<file path="src/rtl/noc_output_arbiter_if.sv">
// Output-port arbitration bundle: five requesters in, one owner out.
// master = requester/router side, slave = arbiter.
interface noc_output_arbiter_if #(parameter int SRC_W = 4);
  logic [4:0]         req;
  logic [5*SRC_W-1:0] req_src;
  logic [4:0]         flit_valid;
  logic [4:0]         tail;
  logic               out_ready;
  logic [4:0]         grant;
  logic [SRC_W-1:0]   owner_src;
  logic [2:0]         owner_gate;
  logic               busy;
  logic               xfer;

  modport master (output req, req_src, flit_valid, tail, out_ready,
                  input  grant, owner_src, owner_gate, busy, xfer);
  modport slave  (input  req, req_src, flit_valid, tail, out_ready,
                  output grant, owner_src, owner_gate, busy, xfer);
endinterface

</file>
<file path="src/rtl/noc_output_arbiter.sv">
// Round-robin wormhole arbiter for one router output gate. The grant is held
// from head to tail, or until the owner stalls STALL_MAX cycles in a row.
module noc_output_arbiter #(
  parameter int SRC_W     = 4,
  parameter int STALL_MAX = 15
) (
  input  logic                 clk,
  input  logic                 rst_n,
  input  logic                 enable,
  noc_output_arbiter_if.slave  bus
);
  localparam int N_IN = 5;
  localparam int CW   = $clog2(STALL_MAX + 1);
  localparam logic [SRC_W-1:0] NO_SRC  = '1;
  localparam logic [2:0]       NO_GATE = 3'd7;

  typedef enum logic {IDLE, LOCK} state_t;

  state_t                    state, state_nxt;
  logic [2:0]                rr_ptr, rr_nxt;
  logic [CW-1:0]             stall_cnt, stall_nxt;
  logic [N_IN-1:0]           grant_q, grant_nxt;
  logic [SRC_W-1:0]          src_q, src_nxt;
  logic [2:0]                gate_q, gate_nxt;

  logic [N_IN-1:0][SRC_W-1:0] src_arr;
  logic [N_IN-1:0]           eff_req;
  logic [7:0]                eff_ext, fv_ext, tail_ext;
  logic [2:0]                win_gate, idx_k;
  logic [SRC_W-1:0]          win_src;
  logic                      found, xfer, stall_hit, rel;

  assign src_arr = bus.req_src;

  // An all-ones source ID marks an empty slot and can never win.
  for (genvar g = 0; g < N_IN; g++) begin : g_lane
    assign eff_req[g] = bus.req[g] & (src_arr[g] != NO_SRC);
  end

  // Pad to 8 so gate 7 (idle) indexes a harmless zero.
  assign eff_ext  = {3'b0, eff_req};
  assign fv_ext   = {3'b0, bus.flit_valid};
  assign tail_ext = {3'b0, bus.tail};

  always_comb begin
    win_gate = '0;
    idx_k    = '0;
    found    = 1'b0;
    for (int k = 1; k <= N_IN; k++) begin
      idx_k = 3'((int'(rr_ptr) + k) % N_IN);
      if (!found && eff_ext[idx_k]) begin
        win_gate = idx_k;
        found    = 1'b1;
      end
    end
  end

  always_comb begin
    win_src = NO_SRC;
    for (int i = 0; i < N_IN; i++)
      if (win_gate == 3'(i)) win_src = src_arr[i];
  end

  assign xfer      = (state == LOCK) & fv_ext[gate_q] & bus.out_ready;
  assign stall_hit = (stall_cnt == CW'(STALL_MAX - 1));
  assign rel       = (state == LOCK) & (xfer ? tail_ext[gate_q] : stall_hit);

  always_comb begin
    state_nxt = state;
    rr_nxt    = rr_ptr;
    stall_nxt = stall_cnt;
    grant_nxt = grant_q;
    src_nxt   = src_q;
    gate_nxt  = gate_q;
    case (state)
      IDLE: begin
        if (enable && found) begin
          state_nxt = LOCK;
          grant_nxt = N_IN'(1) << win_gate;
          src_nxt   = win_src;
          gate_nxt  = win_gate;
          stall_nxt = '0;
        end
      end
      LOCK: begin
        if (xfer)                 stall_nxt = '0;
        else if (stall_cnt != '1) stall_nxt = stall_cnt + 1'b1;
        // A completed packet moves the pointer even if enable drops the same cycle.
        if (rel) rr_nxt = gate_q;
        if (rel || !enable) begin
          state_nxt = IDLE;
          grant_nxt = '0;
          src_nxt   = NO_SRC;
          gate_nxt  = NO_GATE;
          stall_nxt = '0;
        end
      end
      default: state_nxt = IDLE;
    endcase
  end

  always_ff @(posedge clk or negedge rst_n) begin
    if (!rst_n) begin
      state     <= IDLE;
      rr_ptr    <= 3'd4;
      stall_cnt <= '0;
      grant_q   <= '0;
      src_q     <= NO_SRC;
      gate_q    <= NO_GATE;
    end else begin
      state     <= state_nxt;
      rr_ptr    <= rr_nxt;
      stall_cnt <= stall_nxt;
      grant_q   <= grant_nxt;
      src_q     <= src_nxt;
      gate_q    <= gate_nxt;
    end
  end

  assign bus.grant      = grant_q;
  assign bus.owner_src  = src_q;
  assign bus.owner_gate = gate_q;
  assign bus.busy       = (state == LOCK);
  assign bus.xfer       = xfer;
endmodule

</file>
<file path="src/flat_wrapper.sv">
// flat-port wrapper written by rule: the top's interface ports become plain ports
module noc_output_arbiter_flat 
#(
  parameter int SRC_W     = 4,
  parameter int STALL_MAX = 15
)
  (clk, rst_n, enable, bus_req, bus_req_src, bus_flit_valid, bus_tail, bus_out_ready, bus_grant, bus_owner_src, bus_owner_gate, bus_busy, bus_xfer);
  noc_output_arbiter_if #(.SRC_W(SRC_W)) bus_i ();
  input  logic clk;
  input  logic rst_n;
  input  logic enable;
  input wire logic [$bits(bus_i.req)-1:0] bus_req;
  input wire logic [$bits(bus_i.req_src)-1:0] bus_req_src;
  input wire logic [$bits(bus_i.flit_valid)-1:0] bus_flit_valid;
  input wire logic [$bits(bus_i.tail)-1:0] bus_tail;
  input wire logic [$bits(bus_i.out_ready)-1:0] bus_out_ready;
  output wire logic [$bits(bus_i.grant)-1:0] bus_grant;
  output wire logic [$bits(bus_i.owner_src)-1:0] bus_owner_src;
  output wire logic [$bits(bus_i.owner_gate)-1:0] bus_owner_gate;
  output wire logic [$bits(bus_i.busy)-1:0] bus_busy;
  output wire logic [$bits(bus_i.xfer)-1:0] bus_xfer;
  assign bus_i.req = bus_req;
  assign bus_i.req_src = bus_req_src;
  assign bus_i.flit_valid = bus_flit_valid;
  assign bus_i.tail = bus_tail;
  assign bus_i.out_ready = bus_out_ready;
  assign bus_grant = bus_i.grant;
  assign bus_owner_src = bus_i.owner_src;
  assign bus_owner_gate = bus_i.owner_gate;
  assign bus_busy = bus_i.busy;
  assign bus_xfer = bus_i.xfer;
  noc_output_arbiter #(.SRC_W(SRC_W), .STALL_MAX(STALL_MAX)) u_core (.clk(clk), .rst_n(rst_n), .enable(enable), .bus(bus_i));
endmodule
</file>
<file path="config.mk">
export PLATFORM = sky130hd
export DESIGN_NAME = noc_output_arbiter_flat
export DESIGN_NICKNAME = d
export VERILOG_FILES = /design/src/rtl/noc_output_arbiter_if.sv /design/src/rtl/noc_output_arbiter.sv /design/src/flat_wrapper.sv
export SDC_FILE = /design/constraint.sdc
export NUM_CORES = 1
export LEC_CHECK = 0
export CORE_MARGIN = 8
export CORE_UTILIZATION = 39
export CTS_CLUSTER_DIAMETER = 200
export CTS_CLUSTER_SIZE = 25
export DETAILED_ROUTE_END_ITERATION = 6
export PLACE_DENSITY = 0.65
export RECOVER_POWER = 25
export SLEW_MARGIN = 5
export SYNTH_ARGS = -nofsm -noshare
export SYNTH_HDL_FRONTEND = slang
export SYNTH_SLANG_ARGS = --single-unit
</file>
<file path="constraint.sdc">
create_clock -name clk -period 9 [get_ports clk]
set_input_delay 1.8 -clock clk [delete_from_list [all_inputs] [get_ports clk]]
set_output_delay 1.8 -clock clk [all_outputs]
set_load 0.02 [all_outputs]
</file>
==> key figures, run 1 <==
Outcome
  • Status: complete, no violations

Logic synthesis
  • Post-synth EDFFs: 0
  • Synth top area cells: ha_1 (11%), dfrtp_1 (9.7%), dfstp_2 (6.8%)
  • #FFs+latches synth: 20
  • Netlist cell types: 89
  • Sequential share of the synthesized area: 16.4%
  • Synth Cell Area: 0.00310 mm²
  • Synthesized instance count: 376
  • Top-area cell type share of the netlist area: 11.3%
  • Top_reg_cell synth: dfrtp_1
  • Post-synthesis mux area share: 9.31%
  • Post-synthesis compound-gate area fraction: 26.8%
  • Largest family of logic cells by synthesized area: simple AND/OR/NAND/NOR gates
  • Synthesis warning total: 0
  • Syn avg cell area: 8.26 µm²
  • Most frequent cells after synthesis: nand2_1 (34), nor2_1 (29), ha_1 (28)
  • Synth area leader: ha_1
  • Synthesized Nets: 444
  • Adder-cell share of the synthesized area: 11.9%
  • XOR/XNOR Fraction of Synth Area: 3.51%
  • Top-count cell post-synth: nand2_1
  • Synth async-reset ratio: 100%
  • Simple-gate share of the synthesized area: 26.9%

Clocking
  • CTS Sinks: 20
  • H-tree levels: 1
  • Clock buffer count from CTS: 3
  • Post-CTS Hold Buffers: 0
  • Clk_lat worst skew: 0.26 ns
  • CTS tree: done
  • CTS-repair resized insts: 0
  • CTS max path bufs: 2
  • Reg clk slew, reported paths: 0.08 ns
  • Root buffer cell: clkbuf_8
  • Setup bufs post-CTS: 0

GRT
  • Most crowded layer after global routing: met2
  • GR Util met3: 1.83%
  • Largest net degree at the start of global routing: 28
  • Global-route wire length before repair: 15200 µm
  • Vias in the first global route: 3114
  • Met1 usage: 20.7%
  • Met2 Use GR: 27.3%
  • Gr ovfl total: 0
  • Global Route Usage Sum: 16.1%
  • Initial antenna violation count: 0

Final layout
  • Layout Cells excl Fill: 522
  • Syn-to-layout area delta: 21.1%
  • Layout Nets: 489
  • Diodes inserted: 0
  • Layout cell share with drive strength beyond 1: 12.9%

Die
  • Die Ht: 105 µm
  • CORE AREA: 0.00773 mm²
  • Die area: 0.0111 mm²
  • I/O pin cnt: 53
  • FP Rows: 32
  • Die W: 105 µm
  • Initial Util: 40.2%

Detailed routing
  • WL/cell: 17.5 µm
  • Vias post-DR: 3097
  • Vias/cell: 5.93
  • Routed Antenna Nets: 0
  • DRC violations left: 0
  • DRT Wirelength: 9110 µm
  • Initial DRC count: 170
  • Detailed Routing Iterations Pass 1: 5

Timing
  • Final setup fails: 0
  • Setup TNS: 0 ns
  • Final hold vios: 0
  • Worst-Margin Slew: 0.900 ns
  • RSZ-0062 raised after global routing: false
  • Minimum clock period after layout: 5.79 ns
  • Skew final: 0.00514 ns
  • Slew Viols, Final: 0
  • Slew HR: 39.8%
  • WHS: 0.480 ns
  • FMAX: 0.173 GHz
  • Final period utilization: 64.3%

Worst setup path
  • Slowest-stage cell, CP: ha_1
  • Worst path cell trace: buf_4, inv_1, ha_1, ha_1, nor2_1, a211o_1, and2_1, ha_1, a222oi_1, nor2_1, xnor2_2, and4bb_1, or4b_1, o31a_1, o32ai_2, nor3_1, a21oi_1, o21ai_0
  • Largest stage delay, worst path: 0.86 ns
  • Critical Path RT: 9.14 ns
  • Worst setup SP type: register
  • Setup Crit Path Kind: reg2reg
  • Setup crit end kind: register
  • WP data arrival: 5.92 ns
  • CP dominant cell by count: ha_1
  • Critical Path Fanout Max: 27

Flow run
  • Max_cap viols: 0

Placed design
  • DPL Wire Length: 7350 µm
  • Port bufs: 52
  • Routability cong.: 0.928
  • Placed cells: 518

Worst hold path
  • Worst hold path type: reg2reg
-- logic make-up (layout without fill, tap and decap cells) --
group / after synthesis / count (layout)
adder cells (fa/ha/maj): 29 / 29
AND/OR/NAND/NOR: 153 / 153
buffers and inverters: 35 / 79
AO/OA/AOI/OAI: 105 / 105
XOR/XNOR: 9 / 9
flip-flops: 20 / 20
multiplexers: 25 / 25
-- metal layers --
metal | wire length (µm) | vias up
met3 | 451 | 14
met1 | 4080 | 1491
met2 | 4370 | 83
li1 | - | 1509
met5 | 0 | -
met4 | 212 | 0
-- placed cells by master (no fill, tap or decap), drive strengths merged, types with 3 or more instances in the layout --
cell,n
a211oi,4
a21o,3
a21oi,21
a31oi,8
and2,7
clkbuf,3
clkdlybuf4s50,51
dfrtp,12
dfstp,8
ha,28
inv,22
mux2,11
mux2i,12
nand2,34
nand2b,6
nand3,18
nand3b,3
nand4,9
nor2,30
nor2b,3
nor3,13
nor3b,3
nor4,3
o211ai,7
o21a,4
o21ai,12
o22ai,3
o31ai,12
o32ai,3
or2,4
or3,5
xnor2,8
-- layout make-up --
class / instances / area (µm²)
tap: 102 / 128
clock buffer: 3 / 41.3
fill: 732 / 3970
timing repair buffer: 53 / 528
inverter: 22 / 85.1
multi-input combinational: 321 / 2440
clock inverter: 1 / 30.0
sequential: 20 / 510
-- stage by stage --
step | instance area (µm²) | utilization, % | setup WS, ns
after floorplan | 3100 | - | 4.05
after global placement | 3690 | 47.7 | 3.37
after detailed placement | 3690 | 47.7 | 3.26
after CTS | 3760 | 48.6 | 3.24
after global routing | 3760 | 48.6 | 2.85
final | 3760 | 48.6 | 3.21
-- worst paths after layout --
| check | start | endpoint | slack, ns | depth (start not counted) |
|---|---|---|---|---|
| max | u_core.rr_ptr[0] | u_core.stall_cnt[3] | 3.21 | 18 |
| min | u_core.bus.grant[4] | u_core.bus.grant[4] | 0.48 | 2 |
| max reg2reg | u_core.rr_ptr[0] | u_core.stall_cnt[3] | 3.21 | 18 |
| min reg2reg | u_core.bus.grant[4] | u_core.bus.grant[4] | 0.48 | 2 |
| max in group asynchronous | rst_n | u_core.rr_ptr[1] | 6.33 | 1 |
| min in group asynchronous | rst_n | u_core.bus.grant[3] | 2.11 | 1 |
-- critical path, delay by kind of cell (launching register included) --
family | cells | cell delay [ns]
compound gates | 6 | 1.59
fa+ha+maj | 3 | 1.40
simple gates | 6 | 1.38
buf+inv | 2 | 0.66
flops | 1 | 0.33
xor+xnor | 1 | 0.29
-- sequential cells by signal, summed over array words and instances (netlist names) --
register and count:
u_core.bus.grant 5, u_core.bus.owner_src 4, u_core.stall_cnt 4, u_core.bus.owner_gate 3, u_core.rr_ptr 3, u_core.bus.busy 1
Power of run 1 is left out: the tool's default activity adds up to more than one toggle a clock period on the data nets, which glitch-free logic cannot reach.
==> run 2: changes to the inputs <==
--- a/config.mk
+++ b/config.mk
@@ -10,7 +10,7 @@
 export CTS_CLUSTER_DIAMETER = 200
 export CTS_CLUSTER_SIZE = 25
 export DETAILED_ROUTE_END_ITERATION = 6
-export PLACE_DENSITY = 0.65
+export PLACE_DENSITY = 0.67
 export RECOVER_POWER = 25
 export SLEW_MARGIN = 5
 export SYNTH_ARGS = -nofsm -noshare
==> constraint.sdc (replaced) <==
create_clock -name clk -period 5 [get_ports clk]
set_input_delay 1 -clock clk [delete_from_list [all_inputs] [get_ports clk]]
set_output_delay 1 -clock clk [all_outputs]
set_load 0.02 [all_outputs]
==> run 2 against run 1 <==
Die area is the same. Cell count grew 3.1%. First-iteration DRC count shrank 28%. Via count grew 0.65%. Flip-flop and latch count is the same. Non-clock buffer count grew 16. Critical path type unchanged. Maximum frequency grew 24%. Register-to-register slack lost 2.9 ns. Critical path depth grew 1. Hold slack gained 0.017 ns. Highest routed layer unchanged. Setup slack lost 2.9 ns. Utilization grew 2.0 points.
==> key figures, run 2 (synthesized netlist as in run 1, its figures left out) <==
Detailed routing
  • Vias post-DR: 3117 (+0.65%)
  • Routed Antenna Nets: 0 (unchanged)
  • DRT Wirelength: 9040 µm (-0.82%)
  • Vias/cell: 5.79 (-2.3%)
  • WL/cell: 16.8 µm (-3.8%)
  • DRC violations left: 0 (unchanged)
  • Detailed Routing Iterations Pass 1: 4 (-1)
  • Initial DRC count: 122 (-28%)

Clocking
  • CTS tree: done
  • Clk_lat worst skew: 0.25 ns (about the same)
  • Reg clk slew, reported paths: 0.07 ns (about the same)
  • Post-CTS Hold Buffers: 0 (unchanged)
  • CTS max path bufs: 2 (unchanged)
  • Root buffer cell: clkbuf_8
  • Clock buffer count from CTS: 3 (unchanged)
  • CTS Sinks: 20 (unchanged)
  • H-tree levels: 1 (unchanged)

GRT
  • Global-route wire length before repair: 15200 µm (+0.22%)
  • Gr ovfl total: 0 (unchanged)
  • Global Route Usage Sum: 15.9% (-0.17 points)
  • Vias in the first global route: 3204 (+2.9%)
  • Initial antenna violation count: 0 (unchanged)
  • Largest net degree at the start of global routing: 23 (-18%)

Placed design
  • Setup WS pre-CTS: 0.0767 ns (-3.18 ns)
  • Routability cong.: 0.932 (+0.47%)
  • Port bufs: 52 (unchanged)
  • DPL Wire Length: 7380 µm (+0.37%)
  • Placed cells: 531 (+2.5%)

Timing
  • WHS: 0.497 ns (+0.0168 ns)
  • Slew HR: 41.9% (+2.1 points)
  • Setup TNS: 0 ns (unchanged)
  • Skew final: 0.00125 ns (-0.00389 ns)
  • Minimum clock period after layout: 4.68 ns (-1.11 ns)
  • Final setup fails: 0 (unchanged)
  • FMAX: 0.214 GHz (+24%)
  • Slew Viols, Final: 0 (unchanged)
  • RSZ-0062 raised after global routing: false
  • Final period utilization: 93.6% (+29 points)
  • Final worst setup slack: 0.321 ns (-2.89 ns)
  • Worst-Margin Slew: 0.868 ns (-0.0316 ns)
  • Final hold vios: 0 (unchanged)

Die
  • Initial Util: 40.2% (unchanged)
  • CORE AREA: 0.00773 mm² (unchanged)
  • Die W: 105 µm (unchanged)
  • FP Rows: 32 (unchanged)
  • Die Ht: 105 µm (unchanged)
  • I/O pin cnt: 53 (unchanged)
  • Die area: 0.0111 mm² (unchanged)

Worst setup path
  • WP data arrival: 4.85 ns (-1.07 ns)
  • Setup crit end kind: register
  • Worst setup SP type: register
  • Setup Crit Path Kind: reg2reg
  • Worst path cell trace: ha_2, xnor2_2, inv_4, ha_1, nor2_2, a211o_1, and2_1, ha_1, a222oi_1, nor2_1, xnor2_2, and4bb_1, or4b_4, o311ai_4, buf_4, nor2_1, nand2_1, a211oi_1, a211oi_2
  • Slowest-stage cell, CP: or4b_4
  • Critical Path RT: 5.17 ns (-3.97 ns)
  • Critical Path Fanout Max: 11 (-59%)
  • Largest stage delay, worst path: 0.54 ns (-0.32 ns)

Final layout
  • Largest register FFs: 5 (unchanged)
  • Syn-to-layout area delta: 26.0%
  • Most common cell after layout, fill and taps aside: clkdlybuf4s50_1
  • Diodes inserted: 0 (unchanged)
  • Layout Nets: 505 (+3.3%)
  • Multi-input logic area: 0.00248 mm² (+1.9%)
  • Most frequent cells in the layout: clkdlybuf4s50_1 (51), nand2_1 (34), nor2_1 (28), ha_1 (27), a21oi_1 (19)
  • Layout cell share with drive strength beyond 1: 17.9% (+5.0 points)
  • Layout Cells excl Fill: 538 (+3.1%)
  • Filler cell count: 728 (-0.55%)
  • Flip-flop and latch area: 512 µm² (+0.25%)

Flow run
  • Max_cap viols: 0 (unchanged)

Worst hold path
  • Worst hold path type: reg2reg

Outcome
  • Status: complete, no violations
==> run 2: area by class of cell <==
cell class / count / share of cell area (%)
inverters: 22 / 2.18
multi-input cells: 321 / 63.5
flip-flops and latches: 20 / 13.1
clock buffers: 4 / 1.41
repair buffers: 69 / 16.6
well taps: 102 / 3.26
==> run 2: worst max-delay path, delay by kind of cell (launching register included) <==
family,cells,cell delay (ns)
compound gates,5,1.31
xor+xnor,2,0.45
fa+ha+maj,3,0.71
buf+inv,2,0.30
flops,1,0.46
simple gates,7,1.38
==> run 2: repair_timing <==
| item | in CTS | in global routing |
|---|---|---|
| hold endpoints to repair | 0 | 0 |
| gates resized for setup | 0 | 11 |
| setup buffers | 0 | 3 |
| endpoints found under the setup margin | 0 | 17 |
==> run 2: worst paths after layout <==
path                                     start                      end  slack, ns  cells past startpoint
hold reg to reg            u_core.bus.grant[0]      u_core.bus.grant[0]       0.50                      2
setup reg to reg              u_core.rr_ptr[1]  u_core.bus.owner_src[3]       0.32                     19
max in group asynchronous                rst_n         u_core.rr_ptr[1]       3.10                      1
setup / recovery              u_core.rr_ptr[1]  u_core.bus.owner_src[3]       0.32                     19
hold / removal             u_core.bus.grant[0]      u_core.bus.grant[0]       0.50                      2
min in group asynchronous                rst_n      u_core.bus.grant[0]       1.30                      1
==> run 2: per-layer routing <==
| layer | GRT usage (%) | share of wire [%] | vias up |
|---|---|---|---|
| met4 | 6.01 | 2.9 | 0 |
| met2 | 27.7 | 49 | 64 |
| met3 | 2.01 | 3.9 | 16 |
| li1 | - | - | 1544 |
| met1 | 19.6 | 44 | 1493 |
| met5 | 0 | 0 | - |
==> run 2: per-stage QoR <==
stage,util (%),instance area (µm²)
2_1_floorplan,-,3100
3_3_place_gp,49.0,3780
3_5_place_dp,49.0,3780
4_1_cts,49.7,3840
5_1_grt,50.6,3910
6_report,50.6,3910
Power of run 2 is left out for the same reason.
==> edit 1: new RTL, settings of run 2 <==
Compare `stall_cnt` against `CW'(STALL_MAX - 1)` with >= in place of ==.
--- a/src/rtl/noc_output_arbiter.sv
+++ b/src/rtl/noc_output_arbiter.sv
@@ -62,7 +62,7 @@
   end
 
   assign xfer      = (state == LOCK) & fv_ext[gate_q] & bus.out_ready;
-  assign stall_hit = (stall_cnt == CW'(STALL_MAX - 1));
+  assign stall_hit = (stall_cnt >= CW'(STALL_MAX - 1));
   assign rel       = (state == LOCK) & (xfer ? tail_ext[gate_q] : stall_hit);
 
   always_comb begin
Check against the original RTL: same outputs for any inputs over 4 cycles, from zero or initial values and one cycle with rst_n low; that may be too few to reach the edited logic, so the function may still have changed.
==> edit 1 against run 2 <==
Worst setup slack improved by 38 ps. Worst hold slack got worse by 15 ps. Synthesized area decreased by 2.8%. Wire length decreased by 1.8%. Sequential cell count unchanged. Non-clock buffer count decreased by 9. Critical path depth decreased by 1. Design area decreased by 5.2%. Critical endpoint is now u_core.bus.owner_src[0]$_DFFE_PN1P_. Highest routed layer unchanged.
Power is not shown: default switching activity piles up to over one toggle a cycle in this logic, so the estimate is an artifact.
==> edit 1: results (changes against run 2) <==
[metrics] largest net degree at the start of global routing: 31 (+35%)
[metrics] worst-case setup slack after placement: 156 ps (+79.3 ps)
[metrics] Max transition margin: 0.381 (-0.0385)
[metrics] clk_skew: 1.24 ps (-0.0129 ps)
[metrics] largest delay contributor family on the critical path: compound AO/OA/AOI/OAI gates
[metrics] class of the most critical hold timing path: register to register
[metrics] final estimated routing congestion in global placement: 0.889 (-4.6%)
[metrics] number of unique standard cell types used by synthesis: 82 (-7.9%)
[metrics] list of most frequent post-synthesis cells: sky130_fd_sc_hd__nand2_1, sky130_fd_sc_hd__a21oi_1, sky130_fd_sc_hd__ha_1
[metrics] Crit path largest cell delay: 410 ps (-130 ps)
[metrics] nets: 476 (-5.7%)
[metrics] syn_nets: 428 (-3.6%)
[metrics] terminus of the critical flop-to-flop path: u_core.bus.owner_src[0]$_DFFE_PN1P_
[metrics] half-perimeter wire length after detailed placement: 7160 um (-3.0%)
[metrics] Total Routed Length: 8880 um (-1.8%)
[metrics] worst r2r path cells: 18 (-1)
[metrics] total met3 wirelength after detailed routing: 381 um (+7.0%)
[metrics] Worst Path Class, Setup: register to register
[metrics] Area after DPL: 3630 um2 (-4.2%)
[metrics] crit path max fanout: 15 (+4)
[metrics] routed length on met1: 3990 um (+0.48%)
[metrics] fill cell instance count of the final layout: 762 (+4.7%)
[metrics] upper clock frequency limit: 215 MHz (+0.82%)
[metrics] wire length of the first global-routing pass: 15000 um (-1.7%)
[metrics] wire length on met2: 4410 um (-0.85%)
[metrics] share of cells above drive strength 1: 0.126 (-0.0530)
[metrics] R2R setup slack: 360 ps (+40 ps)
[metrics] main area contributors after synthesis: sky130_fd_sc_hd__dfrtp_1, sky130_fd_sc_hd__ha_1, sky130_fd_sc_hd__dfstp_2, sky130_fd_sc_hd__a21oi_1, sky130_fd_sc_hd__nand2_1
[metrics] gr usage total: 0.161 (+0.00145)
[metrics] status: finished clean
[metrics] count of port buffers added during placement: 52 (unchanged)
[metrics] number of global-route vias before repair: 3088 (-3.6%)
[metrics] share of the yosys chip area belonging to registers: 0.169 (+0.00477)
[metrics] mean number of vias per cell: 6.04 (+4.2%)
[metrics] Root Buffer: sky130_fd_sc_hd__clkbuf_8
[metrics] Arrival @ worst endpoint: 4810 ps (-40 ps)
[metrics] Iter 0 DRT Violations: 152 (+25%)
[metrics] CP max stage cell: sky130_fd_sc_hd__dfrtp_1
[metrics] end point of the critical path: u_core.bus.owner_src[0]$_DFFE_PN1P_
[metrics] count of warnings emitted by yosys: 0 (unchanged)
[edit 1: layout make-up]
class | count | area [um2] | share of cell area
inverters | 18 | 67.6 | 0.0182
clock buffers | 4 | 45.0 | 0.0121
multi-input cells | 311 | 2370 | 0.640
flip-flops and latches | 20 | 514 | 0.139
repair buffers | 60 | 581 | 0.157
well taps | 102 | 128 | 0.0344
[edit 1: worst min-delay path by stage]
stage	from	endpoint	slack, ps	cells past startpoint
floorplan	u_core.stall_cnt[0]$_DFFE_PN0P_	u_core.stall_cnt[0]$_DFFE_PN0P_	500	1
global placement	u_core.bus.grant[4]$_DFFE_PN0P_	u_core.bus.grant[4]$_DFFE_PN0P_	470	2
detailed placement	u_core.bus.grant[4]$_DFFE_PN0P_	u_core.bus.grant[4]$_DFFE_PN0P_	470	2
CTS	u_core.bus.grant[4]$_DFFE_PN0P_	u_core.bus.grant[4]$_DFFE_PN0P_	490	2
global route	u_core.bus.grant[3]$_DFFE_PN0P_	u_core.bus.grant[3]$_DFFE_PN0P_	520	2
finish	u_core.bus.grant[4]$_DFFE_PN0P_	u_core.bus.grant[4]$_DFFE_PN0P_	480	2
[edit 1: logic make-up (layout without fill, tap and decap cells)]
kind of cell,Yosys count,after routing,synth area share
xor gates and xnor gates,11,11,0.0344
buffers and inverters,35,82,0.0547
AOI/OAI and AO/OA,128,128,0.327
adders and majority gates,24,24,0.0987
DFF,20,20,0.169
and+or+nand+nor,129,129,0.234
muxes,19,19,0.0825
[edit 1: through the flow]
stage | util | instances
final | 0.487 | 515
after global routing | 0.487 | 515
after CTS | 0.483 | 515
after detailed placement | 0.477 | 511
after global placement | 0.477 | 511
after floorplan | - | 366
[edit 1: tightest hold or removal path, stage by stage (launching register included)]
cell                      delay, ps
sky130_fd_sc_hd__dfrtp_1        350
sky130_fd_sc_hd__nand2_1         50
sky130_fd_sc_hd__nand2_1         50
[edit 1: timing repair]
| item | in CTS | in global routing |
|---|---|---|
| resized for setup | 0 | 6 |
| hold buffers | 0 | 0 |
| setup endpoints to repair | 0 | 10 |
[edit 1: routing by layer]
metal | vias to the layer above | global-route usage
li1 | 1504 | -
met1 | 1504 | 0.203
met2 | 91 | 0.286
met3 | 10 | 0.0204
met4 | 0 | 0.0300
met5 | - | 0
==> edit 2: new RTL, config.mk and constraints of run 2 <==
Without the edit above. `STALL_MAX` is set to 15 in 2 places; all go to 17.
--- a/src/rtl/noc_output_arbiter.sv
+++ b/src/rtl/noc_output_arbiter.sv
@@ -2,7 +2,7 @@
 // from head to tail, or until the owner stalls STALL_MAX cycles in a row.
 module noc_output_arbiter #(
   parameter int SRC_W     = 4,
-  parameter int STALL_MAX = 15
+  parameter int STALL_MAX = 17
 ) (
   input  logic                 clk,
   input  logic                 rst_n,
--- a/src/flat_wrapper.sv
+++ b/src/flat_wrapper.sv
@@ -2,7 +2,7 @@
 module noc_output_arbiter_flat 
 #(
   parameter int SRC_W     = 4,
-  parameter int STALL_MAX = 15
+  parameter int STALL_MAX = 17
 )
   (clk, rst_n, enable, bus_req, bus_req_src, bus_flit_valid, bus_tail, bus_out_ready, bus_grant, bus_owner_src, bus_owner_gate, bus_busy, bus_xfer);
   noc_output_arbiter_if #(.SRC_W(SRC_W)) bus_i ();
Formal check against the unedited RTL: same outputs for any inputs over 4 cycles, from zero or initial values and one cycle with rst_n low; that may be too few to reach the edited logic, so the function may still have changed.
==> edit 2 against run 2 <==
Worst setup slack gained 30 ps. Sequential cell count is 1 higher. Synthesized area down 0.81%. Global-route usage grew 1.5 points. Worst hold slack improved by 25 ps. Wire length up 7.8%. Design area is 0.99% lower.
Power is not shown: default switching activity piles up to over one toggle a cycle in this logic, so the estimate is an artifact.
==> edit 2: results (changes against run 2) <==
[metrics] number of clock sinks: 21 (+5.0%)
[metrics] final non-filler cell total: 541 (+0.56%)
[metrics] main area contributors after synthesis: sky130_fd_sc_hd__ha_1, sky130_fd_sc_hd__dfrtp_1, sky130_fd_sc_hd__dfstp_2, sky130_fd_sc_hd__a21oi_1, sky130_fd_sc_hd__mux2i_1
[metrics] synthesized-area fraction occupied by ao, oa, aoi and oai cells: 0.309 (+0.0408)
[metrics] Total Routed Length: 9740 um (+7.8%)
[metrics] status: finished clean
[metrics] half-perimeter wire length after detailed placement: 7630 um (+3.5%)
[metrics] met2 track utilization from global routing: 0.287 (+0.00945)
[metrics] XOR/XNOR Fraction of Synth Area: 0.0309 (-0.00418)
[metrics] met1 usage in global routing: 0.231 (+0.0351)
[metrics] Area after DPL: 3720 um2 (-1.6%)
[metrics] Placed Cells incl. Taps: 532 (+0.19%)
[metrics] routed length on met1: 4570 um (+15%)
[metrics] share of the yosys chip area belonging to registers: 0.174 (+0.00946)
[metrics] mean number of vias per cell: 6.19 (+6.8%)
[metrics] number of detailed-route iterations in the first pass: 5 (+1)
[metrics] nets: 509 (+0.79%)
[metrics] largest delay contributor family on the critical path: compound AO/OA/AOI/OAI gates
[metrics] fill cell instance count of the final layout: 739 (+1.5%)
[metrics] Logic inverters: 24 (+9.1%)
[metrics] clkbuf count: 3 (-1)
[metrics] gr usage total: 0.175 (+0.0152)
[metrics] syn_nets: 452 (+1.8%)
[metrics] list of most frequent post-synthesis cells: sky130_fd_sc_hd__ha_1, sky130_fd_sc_hd__nand2_1, sky130_fd_sc_hd__nor2_1
[metrics] final estimated routing congestion in global placement: 0.920 (-1.3%)
[metrics] Final non-clock buffer share: 0.162 (-0.00416)
[metrics] met3 usage in global routing: 0.0270 (+0.00693)
[metrics] wire length of the first global-routing pass: 16600 um (+9.0%)
[metrics] crit path max fanout: 15 (+4)
[metrics] total met3 wirelength after detailed routing: 542 um (+52%)
[metrics] number of cells on the worst hold path: 1 (-1)
[metrics] number of unique standard cell types used by synthesis: 75 (-16%)
[metrics] nonclk buf count: 66 (-4.3%)
[metrics] Iter 0 DRT Violations: 211 (+73%)
[metrics] portion of the layout cell area used by clock cells: 0.0120 (-0.00212)
[metrics] multi-input combinational cell area: 2440 um2 (-1.6%)
## edit 2: cell types whose count changed after synthesis, moves of 4 or more
| cell | before | now |
|---|---|---|
| sky130_fd_sc_hd__nor2_1 | 29 | 23 |
| sky130_fd_sc_hd__a221oi_1 | 1 | 10 |
| sky130_fd_sc_hd__a31oi_1 | 7 | 2 |
| sky130_fd_sc_hd__o221ai_1 | 0 | 4 |
| sky130_fd_sc_hd__nand2_1 | 34 | 23 |
| sky130_fd_sc_hd__xnor2_1 | 4 | 8 |
| sky130_fd_sc_hd__o22ai_1 | 2 | 6 |
| sky130_fd_sc_hd__o21ai_0 | 10 | 18 |
## edit 2: through the flow
stage / setup WS, ps / utilization / hold WS, ps
5_1_grt: -2.76 / 0.504 / 540
3_5_place_dp: -42.7 / 0.485 / 496
4_1_cts: 27.3 / 0.491 / 520
2_1_floorplan: 258 / - / 461
3_3_place_gp: 236 / 0.485 / 504
6_report: 351 / 0.504 / 522
## edit 2: final timing paths
kind	from	end	slack, ps
setup / recovery	u_core.rr_ptr[2]$_DFFE_PN1P_	u_core.bus.owner_src[3]$_DFFE_PN1P_	350
hold / removal	u_core.bus.grant[2]$_DFFE_PN0P_	u_core.bus.grant[2]$_DFFE_PN0P_	520
setup reg to reg	u_core.rr_ptr[2]$_DFFE_PN1P_	u_core.bus.owner_src[3]$_DFFE_PN1P_	350
hold reg to reg	u_core.bus.grant[2]$_DFFE_PN0P_	u_core.bus.grant[2]$_DFFE_PN0P_	520
max in group asynchronous	rst_n	u_core.rr_ptr[1]$_DFFE_PN0P_	3090
min in group asynchronous	rst_n	u_core.stall_cnt[1]$_DFFE_PN0P_	1320
